<file path="src/rtl/io_sys_update_p.sv">
// io_sys_update_p: IO-mapped front end for the remote system update (RSU) block.
// Define RSU_WDT_KICK_EN to build the free-running watchdog kick counter.
module io_sys_update_p #(
  parameter logic [15:0] CAddrBase = 16'h0000,
  parameter int unsigned CDataW    = 32,
  parameter int unsigned CBootCnt  = 2,
  parameter int unsigned CTimeout  = 1024,
  parameter int unsigned CWdtBit   = 7
) (
  input  logic              AClkH,
  input  logic              AResetH,
  input  logic              AClkHEn,
  input  logic [15:0]       AIoAddr,
  input  logic [63:0]       AIoMosi,
  output logic [63:0]       AIoMiso,
  input  logic [3:0]        AIoWrSize,
  input  logic [3:0]        AIoRdSize,
  output logic              AIoAddrAck,
  output logic              AIoAddrErr,
  output logic              AIoBusy,
  output logic [2:0]        ARsuParam,
  output logic [1:0]        ARsuSrc,
  output logic              ARsuReadParam,
  output logic              ARsuWriteParam,
  output logic [CDataW-1:0] ARsuDataIn,
  input  logic [CDataW-1:0] ARsuDataOut,
  input  logic              ARsuBusy,
  output logic              ARsuReconfig,
  output logic              ARsuResetTimer,
  output logic              ARsuReady,
  output logic              ARsuError,
  output logic [31:0]       ARsuBootAddr,
  output logic [7:0]        ATest
);

  localparam int unsigned TW = $clog2(CTimeout + 1);

  typedef enum logic [3:0] {
    S_START   = 4'd0,
    S_ISSUE   = 4'd1,
    S_WAIT    = 4'd2,
    S_CAPTURE = 4'd3,
    S_NEXT    = 4'd4,
    S_READY   = 4'd5,
    S_HOST    = 4'd6,
    S_ERROR   = 4'd7
  } state_t;

  state_t            state, nxt;
  logic [2:0]        k;
  logic              retry;
  logic [TW-1:0]     wcnt;
  logic              rdy, err, armed, reconfig, op_wr;
  logic [1:0]        src_q;
  logic [2:0]        param_q;
  logic [CDataW-1:0] data_in_q, data_cap_q;
  logic [CDataW-1:0] shadow [CBootCnt];
  logic [31:0]       boot_q, boot_calc;
  logic [1:0]        mode;

  logic [15:0] off;
  logic        io_wr, io_rd, wr_b, wr_d, rd_b, rd_d;
  logic        ctrl_wr, oper_wr, addr_wr, data_wr, key_wr, wr_ok, rd_ok;
  logic [63:0] rd_data;
  logic        busy_bit;
  logic        unused_mosi;

  assign off         = AIoAddr - CAddrBase;
  assign busy_bit    = (state != S_READY);
  assign mode        = shadow[0][1:0];
  assign unused_mosi = ^AIoMosi;

  if (CBootCnt > 1) begin : g_boot
    assign boot_calc = 32'(shadow[1] >> 2);
  end else begin : g_noboot
    assign boot_calc = '0;
  end

  // Byte accesses use the low mosi/miso lane; a size of 1 is byte, 4 is dword.
  always_comb begin
    io_wr   = (AIoWrSize != '0);
    io_rd   = (AIoRdSize != '0);
    wr_b    = (AIoWrSize == 4'd1);
    wr_d    = (AIoWrSize == 4'd4);
    rd_b    = (AIoRdSize == 4'd1);
    rd_d    = (AIoRdSize == 4'd4);
    ctrl_wr = wr_b && (off == 16'd0);
    oper_wr = wr_b && (off == 16'd1);
    addr_wr = wr_b && (off == 16'd2);
    data_wr = wr_d && (off == 16'd2);
    key_wr  = wr_b && (off == 16'd4);
    wr_ok   = ctrl_wr || oper_wr || addr_wr || data_wr || key_wr;
    rd_ok   = 1'b0;
    rd_data = '0;
    if (rd_b && off == 16'd1) begin
      rd_ok   = 1'b1;
      rd_data = 64'({err, rdy, busy_bit});
    end
    if (rd_b && off == 16'd2) begin
      rd_ok   = 1'b1;
      rd_data = 64'({2'b00, src_q, 1'b0, param_q});
    end
    if (rd_d && off == 16'd2) begin
      rd_ok   = 1'b1;
      rd_data = 64'(data_cap_q);
    end
    for (int unsigned i = 0; i < CBootCnt; i++) begin
      if (rd_d && off == 16'(8 + 4 * i)) begin
        rd_ok   = 1'b1;
        rd_data = 64'(shadow[i]);
      end
    end
  end

  assign AIoMiso    = rd_data;
  assign AIoAddrErr = (io_wr && !wr_ok) || (io_rd && !rd_ok);
  assign AIoAddrAck = (io_wr || io_rd) && !AIoAddrErr;
  assign AIoBusy    = 1'b0;

  always_comb begin
    nxt = state;
    case (state)
      S_START:   nxt = S_ISSUE;
      S_ISSUE:   nxt = S_WAIT;
      S_WAIT: begin
        if (wcnt >= TW'(CTimeout))
          nxt = retry ? S_ERROR : (rdy ? S_HOST : S_ISSUE);
        else if (wcnt != '0 && !ARsuBusy)
          nxt = S_CAPTURE;
      end
      S_CAPTURE: nxt = rdy ? S_READY : S_NEXT;
      S_NEXT:    nxt = (k + 3'd1 == 3'(CBootCnt)) ? S_READY : S_ISSUE;
      S_READY:   if (oper_wr && AIoMosi[1:0] != 2'b00) nxt = S_HOST;
      S_HOST:    nxt = S_WAIT;
      S_ERROR:   nxt = S_ERROR;
      default:   nxt = S_START;
    endcase
  end

  // Host operations are exactly those issued once rdy is set, so rdy selects the
  // Wait/Capture context and the parameter source without a separate mode flag.
  always_comb begin
    ARsuSrc   = '0;
    ARsuParam = '0;
    if (rdy) begin
      ARsuSrc   = src_q;
      ARsuParam = param_q;
    end else begin
      case (k)
        3'd1: begin
          ARsuSrc   = (mode == 2'b00) ? 2'd0 : 2'd2;
          ARsuParam = 3'd4;
        end
        3'd2:    ARsuParam = 3'd1;
        3'd3:    ARsuParam = 3'd2;
        default: ARsuParam = 3'd0;
      endcase
    end
  end

  always_ff @(posedge AClkH or posedge AResetH) begin
    if (AResetH) begin
      state      <= S_START;
      k          <= '0;
      retry      <= 1'b0;
      wcnt       <= '0;
      rdy        <= 1'b0;
      err        <= 1'b0;
      armed      <= 1'b0;
      reconfig   <= 1'b0;
      op_wr      <= 1'b0;
      src_q      <= '0;
      param_q    <= '0;
      data_in_q  <= '0;
      data_cap_q <= '0;
      boot_q     <= '0;
      for (int unsigned i = 0; i < CBootCnt; i++) shadow[i] <= '0;
    end else if (AClkHEn) begin
      state <= nxt;
      if (io_wr) armed <= key_wr && (AIoMosi[7:0] == 8'hA5);
      if (ctrl_wr && AIoMosi[0] && armed && state == S_READY) reconfig <= 1'b1;
      if (addr_wr) begin
        src_q   <= AIoMosi[5:4];
        param_q <= AIoMosi[2:0];
      end
      if (data_wr) data_in_q <= AIoMosi[CDataW-1:0];
      case (state)
        S_START: begin
          k     <= '0;
          retry <= 1'b0;
        end
        S_ISSUE, S_HOST: wcnt <= '0;
        S_WAIT: begin
          wcnt <= wcnt + TW'(1);
          if (nxt == S_ISSUE || nxt == S_HOST) retry <= 1'b1;
          if (nxt == S_ERROR) begin
            err    <= 1'b1;
            rdy    <= 1'b1;
            boot_q <= '0;
          end
        end
        S_CAPTURE: begin
          retry <= 1'b0;
          if (rdy) data_cap_q <= ARsuDataOut;
          else begin
            for (int unsigned i = 0; i < CBootCnt; i++)
              if (k == 3'(i)) shadow[i] <= ARsuDataOut;
          end
        end
        S_NEXT: begin
          k <= k + 3'd1;
          if (nxt == S_READY) begin
            rdy    <= 1'b1;
            boot_q <= boot_calc;
          end
        end
        S_READY: begin
          if (nxt == S_HOST) begin
            op_wr <= AIoMosi[1];
            retry <= 1'b0;
          end
        end
        default: ;
      endcase
    end
  end

  // Strobes are qualified by the enable so a stalled clock never stretches them.
  assign ARsuReadParam  = AClkHEn && ((state == S_ISSUE) || (state == S_HOST && !op_wr));
  assign ARsuWriteParam = AClkHEn && (state == S_HOST) && op_wr;
  assign ARsuDataIn     = data_in_q;
  assign ARsuReconfig   = reconfig;
  assign ARsuReady      = rdy;
  assign ARsuError      = err;
  assign ARsuBootAddr   = boot_q;
  assign ATest          = {ARsuReadParam, ARsuBusy, err, rdy, state};

`ifdef RSU_WDT_KICK_EN
  localparam int unsigned WW = CWdtBit + 1;
  logic [WW-1:0] wdt;

  always_ff @(posedge AClkH or posedge AResetH) begin
    if (AResetH)      wdt <= '0;
    else if (AClkHEn) wdt <= wdt + WW'(1);
  end

  assign ARsuResetTimer = wdt[CWdtBit];
`else
  assign ARsuResetTimer = 1'b0;
`endif

endmodule
</file>
<file path="config.mk">
export PLATFORM = sky130hd
export DESIGN_NAME = io_sys_update_p
export DESIGN_NICKNAME = d
export VERILOG_FILES = /design/src/rtl/io_sys_update_p.sv
export SDC_FILE = /design/constraint.sdc
export NUM_CORES = 1
export LEC_CHECK = 0
export ABC_AREA = 1
export CAP_MARGIN = 20
export CORE_ASPECT_RATIO = 1.4
export CORE_UTILIZATION = 40
export CTS_CLUSTER_DIAMETER = 150
export DETAILED_ROUTE_END_ITERATION = 12
export GPL_ROUTABILITY_DRIVEN = 0
export HOLD_SLACK_MARGIN = 0.1
export PLACE_DENSITY = 0.75
export SETUP_SLACK_MARGIN = 0.05
export SYNTH_ARGS = -nofsm -noshare
export SYNTH_HDL_FRONTEND = slang
export SYNTH_SLANG_ARGS = --single-unit
</file>
<file path="constraint.sdc">
create_clock -name AClkH -period 17 [get_ports AClkH]
set_clock_uncertainty 0.1 [all_clocks]
set_input_delay 3.4 -clock AClkH [delete_from_list [all_inputs] [get_ports AClkH]]
set_output_delay 3.4 -clock AClkH [all_outputs]
set_load 0.005 [all_outputs]
</file>
* After elaboration in Yosys (flattened, before gate mapping) *
Index checks and enable logic that the tools add are counted.

operators by class
  $lt $le $gt $ge = 1
  add/subtract/negate cells = 2
  bitwise gates (word level) = 1
  reduce and logical (&&, ||, !) cells = 63
  muxes and demuxes = 34
  equal/unequal tests = 30

operators with widths
  kind                   number
  $mux 64                4
  $mux 32                2
  $pmux 32 s2            1
  $eq 4x3->1 const B     9
  $eq 16x4->1 const B    2
  $pmux 4 s7             1
  $logic_and 1x1->1      23
  $pmux 11 s2            1
  $eq 16x1->1 const B    1
  $eq 16x2->1 const B    1
  $eq 16x3->1 const B    1
  $eq 4x1->1 const B     4
  $logic_not 16->1       1
  $reduce_and 4->1       4
  $mux 3                 5
  $mux 4                 3
  $reduce_and 2->1       6
  $add 11x1->11 const B  1
  $ge 11x11->1 const B   1
  $reduce_bool 11->1     1
  $mux 1                 10
  $eq 3x2->1 const B     3
  $pmux 3 s3             1
  $reduce_and 3->1       3
  21 further kinds       42

storage, ports and cells
  logic and storage cells = 147
  flip-flop bits (word level) = 189
  input bits = 124

* Logic depth before layout (Yosys ltp) *
  depth in word-level cells = 12
  depth in mapped cells = 16

* Worst setup path before layout *
Ideal clock, no wire load.

  path kind = input to output
  start = input port AIoAddr[15]
  end = output port AIoMiso[5]
  path buffers = 1
  data required time = 13500 ps
  data arrival time = 4549 ps
  slack = 8951 ps
  cell stages on the path = 10
  cells stage by stage = nor2_1 nand2_1 nor2_1 nand2_1 nor2_1 nand2_1 inv_1 buf_2 nand2_1 a41oi_1

on the way
  longest elaborated chain between the ends = 6

RTL lines
  what               line     RTL
  from (decl)        13       input logic [15:0] AIoAddr,
  $eq 16x2->1        99, 103
  $logic_and 1x1->1  99       if (rd_b && off == 16'd2) begin
  $mux 64            99
  $mux 64            103      if (rd_d && off == 16'd2) begin
  $mux 64            108      if (rd_d && off == 16'(8 + 4 * i)) begin
  $mux 64 *          108
  to (decl)          15       output logic [63:0] AIoMiso,

Every way passes the cells marked *; elsewhere a longest branch is shown, timed or not.

* Final worst setup path *
  start = input port AIoAddr[13]
  end = output port AIoMiso[4]

Same word-level chain as after synthesis.

==> reports/metrics.sh <==
POST_SYNTH_EDFFS=0
CRITICAL_PATH.SLOWEST_CELL='clkdlybuf4s50_1'
DIODES=0
TIMING.SETUP.TNS_PS=0
R2R_SETUP_SLACK_PS=13830
WL_PER_CELL_UM=15.05
POST-DP-HPWL_UM=15470
P_INT_uW=786.7
AREA_SHARE_OF_FA_HA_MAJ_CELLS_AFTER_SYNTHESIS_PCT=0.9796
MIN_TO='ARsuReconfig$_DFFE_PP0P_'
MAX_SLEW.WORST_PIN.SLEW_PS=957.2
P_SEQ_SHARE_PCT=46.0
TRITONCTS='yes'
ANTENNA_FOUND_INITIAL=0
DETAILEDROUTE.FIRSTITERATIONVIOLATIONS=608
NUMCTSBUFFERS=17
ROUTE.FINAL.WIRE_LENGTH_UM=23090
WORSTPATHREQUIRED_PS=13500
NET_SW_SHARE_PCT=30.07
COMBINATIONAL_FAMILY_WITH_THE_MOST_AREA_AFTER_SYNTHESIS='simple AND/OR/NAND/NOR gates'
SETUP-VIOLATIONS-FINAL=0
FLOORPLAN.IO_PINS=274
ROUTED-VIA-COUNT=7508
R2R_CELLS=11
CTS-HTREE-LEVELS=4
SYNTH_COMPOUND_AREA_SHARE_PCT=11.94
CP.ARRIVAL_PS=5980
FINALMAXSLEWVIOLATIONS=0
CLOCKROOTBUFFER='clkbuf_16'
CRIT-REG2REG-LAUNCH='state[2]$_DFFE_PP0P_'
ROUTE.DETAILED.DRC=0
PATH_BUF_INV=5
HOLDBUFCOUNTCTS=0
CTSRESIZECOUNT=0
SYNTH-SEQ-AREA-SHARE_PCT=52.34
MAX_FREQ_MHz=105.4
SYNTH-SEQ-CELLS=187
TIMING.MAX_SLEW.REL_SLACK_PCT=36.19
P_SWITCHING_uW=338.2
SETUP.WORST_PATH.END_CLASS='output pin'
FINISH.NET_COUNT=1355
PORT_BUFFERS=205
GLOBAL_ROUTE_WIRE_LENGTH_BEFORE_REPAIR_UM=37130
LAYOUT-DRIVE-GT1-SHARE_PCT=9.620
VIA_COUNT_OF_THE_FIRST_GLOBAL_ROUTING_PASS=7248
INITIAL_UTILIZATION_PCT=40.90
CORE_AREA_MM2=0.02186
AREA.GROWTH.SYNTH_TO_FINAL_PCT=30.58
SYN-CELL-AREA_MM2=0.008941
NETLIST-CELL-TYPE-COUNT=36
CPMOSTUSEDCELL='nand2_1'
WORST_SKEW_PAIR_LATENCY_PS=440
CRIT_PATH_MAX_FANOUT=32
CLKPWRFRAC_PCT=36.1
MAX-VDD-IR-DROP_mV=0.07345
SYNTH.AVG_CELL_AREA_UM2=8.589
MOST_COMMON_CELL_AFTER_LAYOUT_FILL_AND_TAPS_ASIDE='nand2_1'
GRT_START_MAX_NET_PINS=112
TIMING.HOLD.WORST_PATH_DEPTH=1
FIN_UTIL_PCT=53.41
POST-CTS-SETUP-BUFFERS=0
FINAL_CELL_MIX='nand2_1, clkdlybuf4s50_1, dfrtp_1'
MUX_CONTRIBUTION_TO_SYNTHESIZED_AREA_PCT=3.275
DESIGN_POWER_TOTAL_uW=1125
MAX_CAP_VIOLATIONS=0
SYNTH-WARNING-COUNT=0
ANT_NETS=0
DIE_HEIGHT_UM=178.9
STATIC-LEAKAGE-POWER_uW=0.005419
TOTAL_DIE_AREA_MM2=0.02296
CTSLONGESTPATHBUFFERS=2
ASYNCSETRESETFLOPFRACSYNTH_PCT=100.0
TIMING.RR.END='ARsuBootAddr[21]$_DFFE_PP0P_'
VIAS_PER_CELL=4.894
FINALHOLDVIOLATIONS=0
SYNTH_CELLS=1041
TOP_DELAY_FAMILY_ON_CRIT_PATH='buffers and inverters'
DRTPASS1ITERATIONS=5
FP.DIEW_UM=128.4
GRT_SETUP_UNREPAIRED='false'
MIN-DELAY-PATH-CLASS='flip-flop to flip-flop'
SYNTH_SIMPLE_GATE_AREA_SHARE_PCT=21.69
FLOORPLAN.ROWS=64
SHARE_COMB_OF_TOTAL_POWER_PCT=17.9
WORSTHOLDSTART='ARsuReconfig$_DFFE_PP0P_'
LEADING_REGISTER_CELL_TYPE_OUT_OF_SYNTHESIS='dfrtp_1'
CP-START-KIND='primary input'
CLOCK_SINK_COUNT=187
FINALCRITPERIODSHARE_PCT=55.79
CRIT_PATH_MAX_INCR_DELAY_PS=550
TIMING.SETUP.CRITICAL_PATH_CLASS='primary input to output pin'
GLOBAL_ROUTE.OVERFLOW_TOTAL=0
GLOBALROUTETOTALUTIL_PCT=20.79
SYNTH_XOR_AREA_SHARE_PCT=0.09796
FINALCRITICALPERIOD_PS=9484
CLK_PIN_SLEW_WORST_PATHS_PS=70
TIMING.CRITICAL_PATH.CELLS='clkdlybuf4s50_1 -> nor2_1 -> nand2_1 -> nor2_1 -> nand2_1 -> inv_1 -> nand2_1 -> inv_1 -> buf_4 -> a21oi_1 -> a211oi_1 -> clkdlybuf4s50_1'
POWER_PER_CELL_AREA_mW_PER_MM2=96.35
OUTCOME='finished, final reports clean'
## how the worst max path moves through the flow
stage                      from                          end  slack (ps)  cells past startpoint
finish              AIoAddr[13]                   AIoMiso[4]        7520                     12
floorplan               AResetH  ARsuBootAddr[0]$_DFFE_PP0P_        8410                      1
CTS                 AIoAddr[15]                   AIoMiso[5]        7040                     11
global route        AIoAddr[15]                   AIoMiso[4]        7300                     12
detailed placement  AIoAddr[11]                   AIoMiso[5]        7050                     11
global placement    AIoAddr[15]                   AIoMiso[5]        7070                     11
## per-layer routing
layer  vias to the layer above  global-route usage, %  routed length [um]
li1                       3661                      -                   -
met1                      3566                  24.59                9534
met5                         -                      0                   0
met2                       246                  37.16               11820
met3                        35                  3.999                1158
met4                         0                  7.647                 574
## cell type report
| class | instances | area, um^2 |
|---|---|---|
| Multi-Input combinational cell | 716 | 3536 |
| Tap cell | 297 | 371.6 |
| Clock buffer | 18 | 439.2 |
| Inverter | 88 | 337.8 |
| Timing Repair Buffer | 214 | 2152 |
| Clock inverter | 14 | 158.9 |
| Fill cell | 2021 | 10190 |
| Sequential cell | 187 | 4679 |
## stage by stage
stage | cells | worst slack, ps | instance area (um^2) | hold slack (ps)
2_1_floorplan | 1076 | 8415 | 9072 | 353.0
3_3_place_gp | 1500 | 7066 | 11030 | 359.9
3_5_place_dp | 1500 | 7050 | 11030 | 360.9
4_1_cts | 1532 | 7042 | 11630 | 383.9
5_1_grt | 1534 | 7298 | 11670 | 402.0
6_report | 1534 | 7516 | 11670 | 381.0
## logic make-up (layout without fill, tap and decap cells)
family          Yosys count  after routing
compound gates          184            184
xor+xnor                  1              1
fa+ha+maj                 7              7
buf+inv                 173            334
flops                   187            187
mux                      26             26
other cells               1             36
simple gates            462            462
## sequential cells by signal, summed over array words and instances, names as in the netlist, 2 cells and up
signal / cells
ARsuDataIn: 32
data_cap_q: 32
shadow: 32
ARsuBootAddr: 30
boot_calc: 30
wcnt: 11
state: 4
k: 3
param_q: 3
mode: 2
src_q: 2
## cell usage after synthesis, drive strengths merged, types with 4 or more instances
cell type | number | area share [%]
o22ai | 4 | 0.28
nor4 | 4 | 0.28
o21ai | 158 | 10
buf | 55 | 4.7
a21oi | 12 | 0.67
nand4 | 7 | 0.49
inv | 88 | 3.7
mux2 | 26 | 3.3
nor2 | 57 | 2.7
nand2 | 301 | 13
nor3 | 6 | 0.34
clkbuf | 30 | 1.3
dfrtp | 187 | 52
nand3 | 84 | 4.8
ha | 7 | 0.98
## power groups by stage
stage | registers, uW | logic, uW | clock network, uW
floorplan | 518 | 149 | 0
global placement | 524 | 196 | 0
detailed placement | 526 | 200 | 0
CTS | 517 | 202 | 415
global route | 523 | 229 | 432
finish | 517 | 201 | 406
No activity file was read; power rests on OpenSTA's default activity.
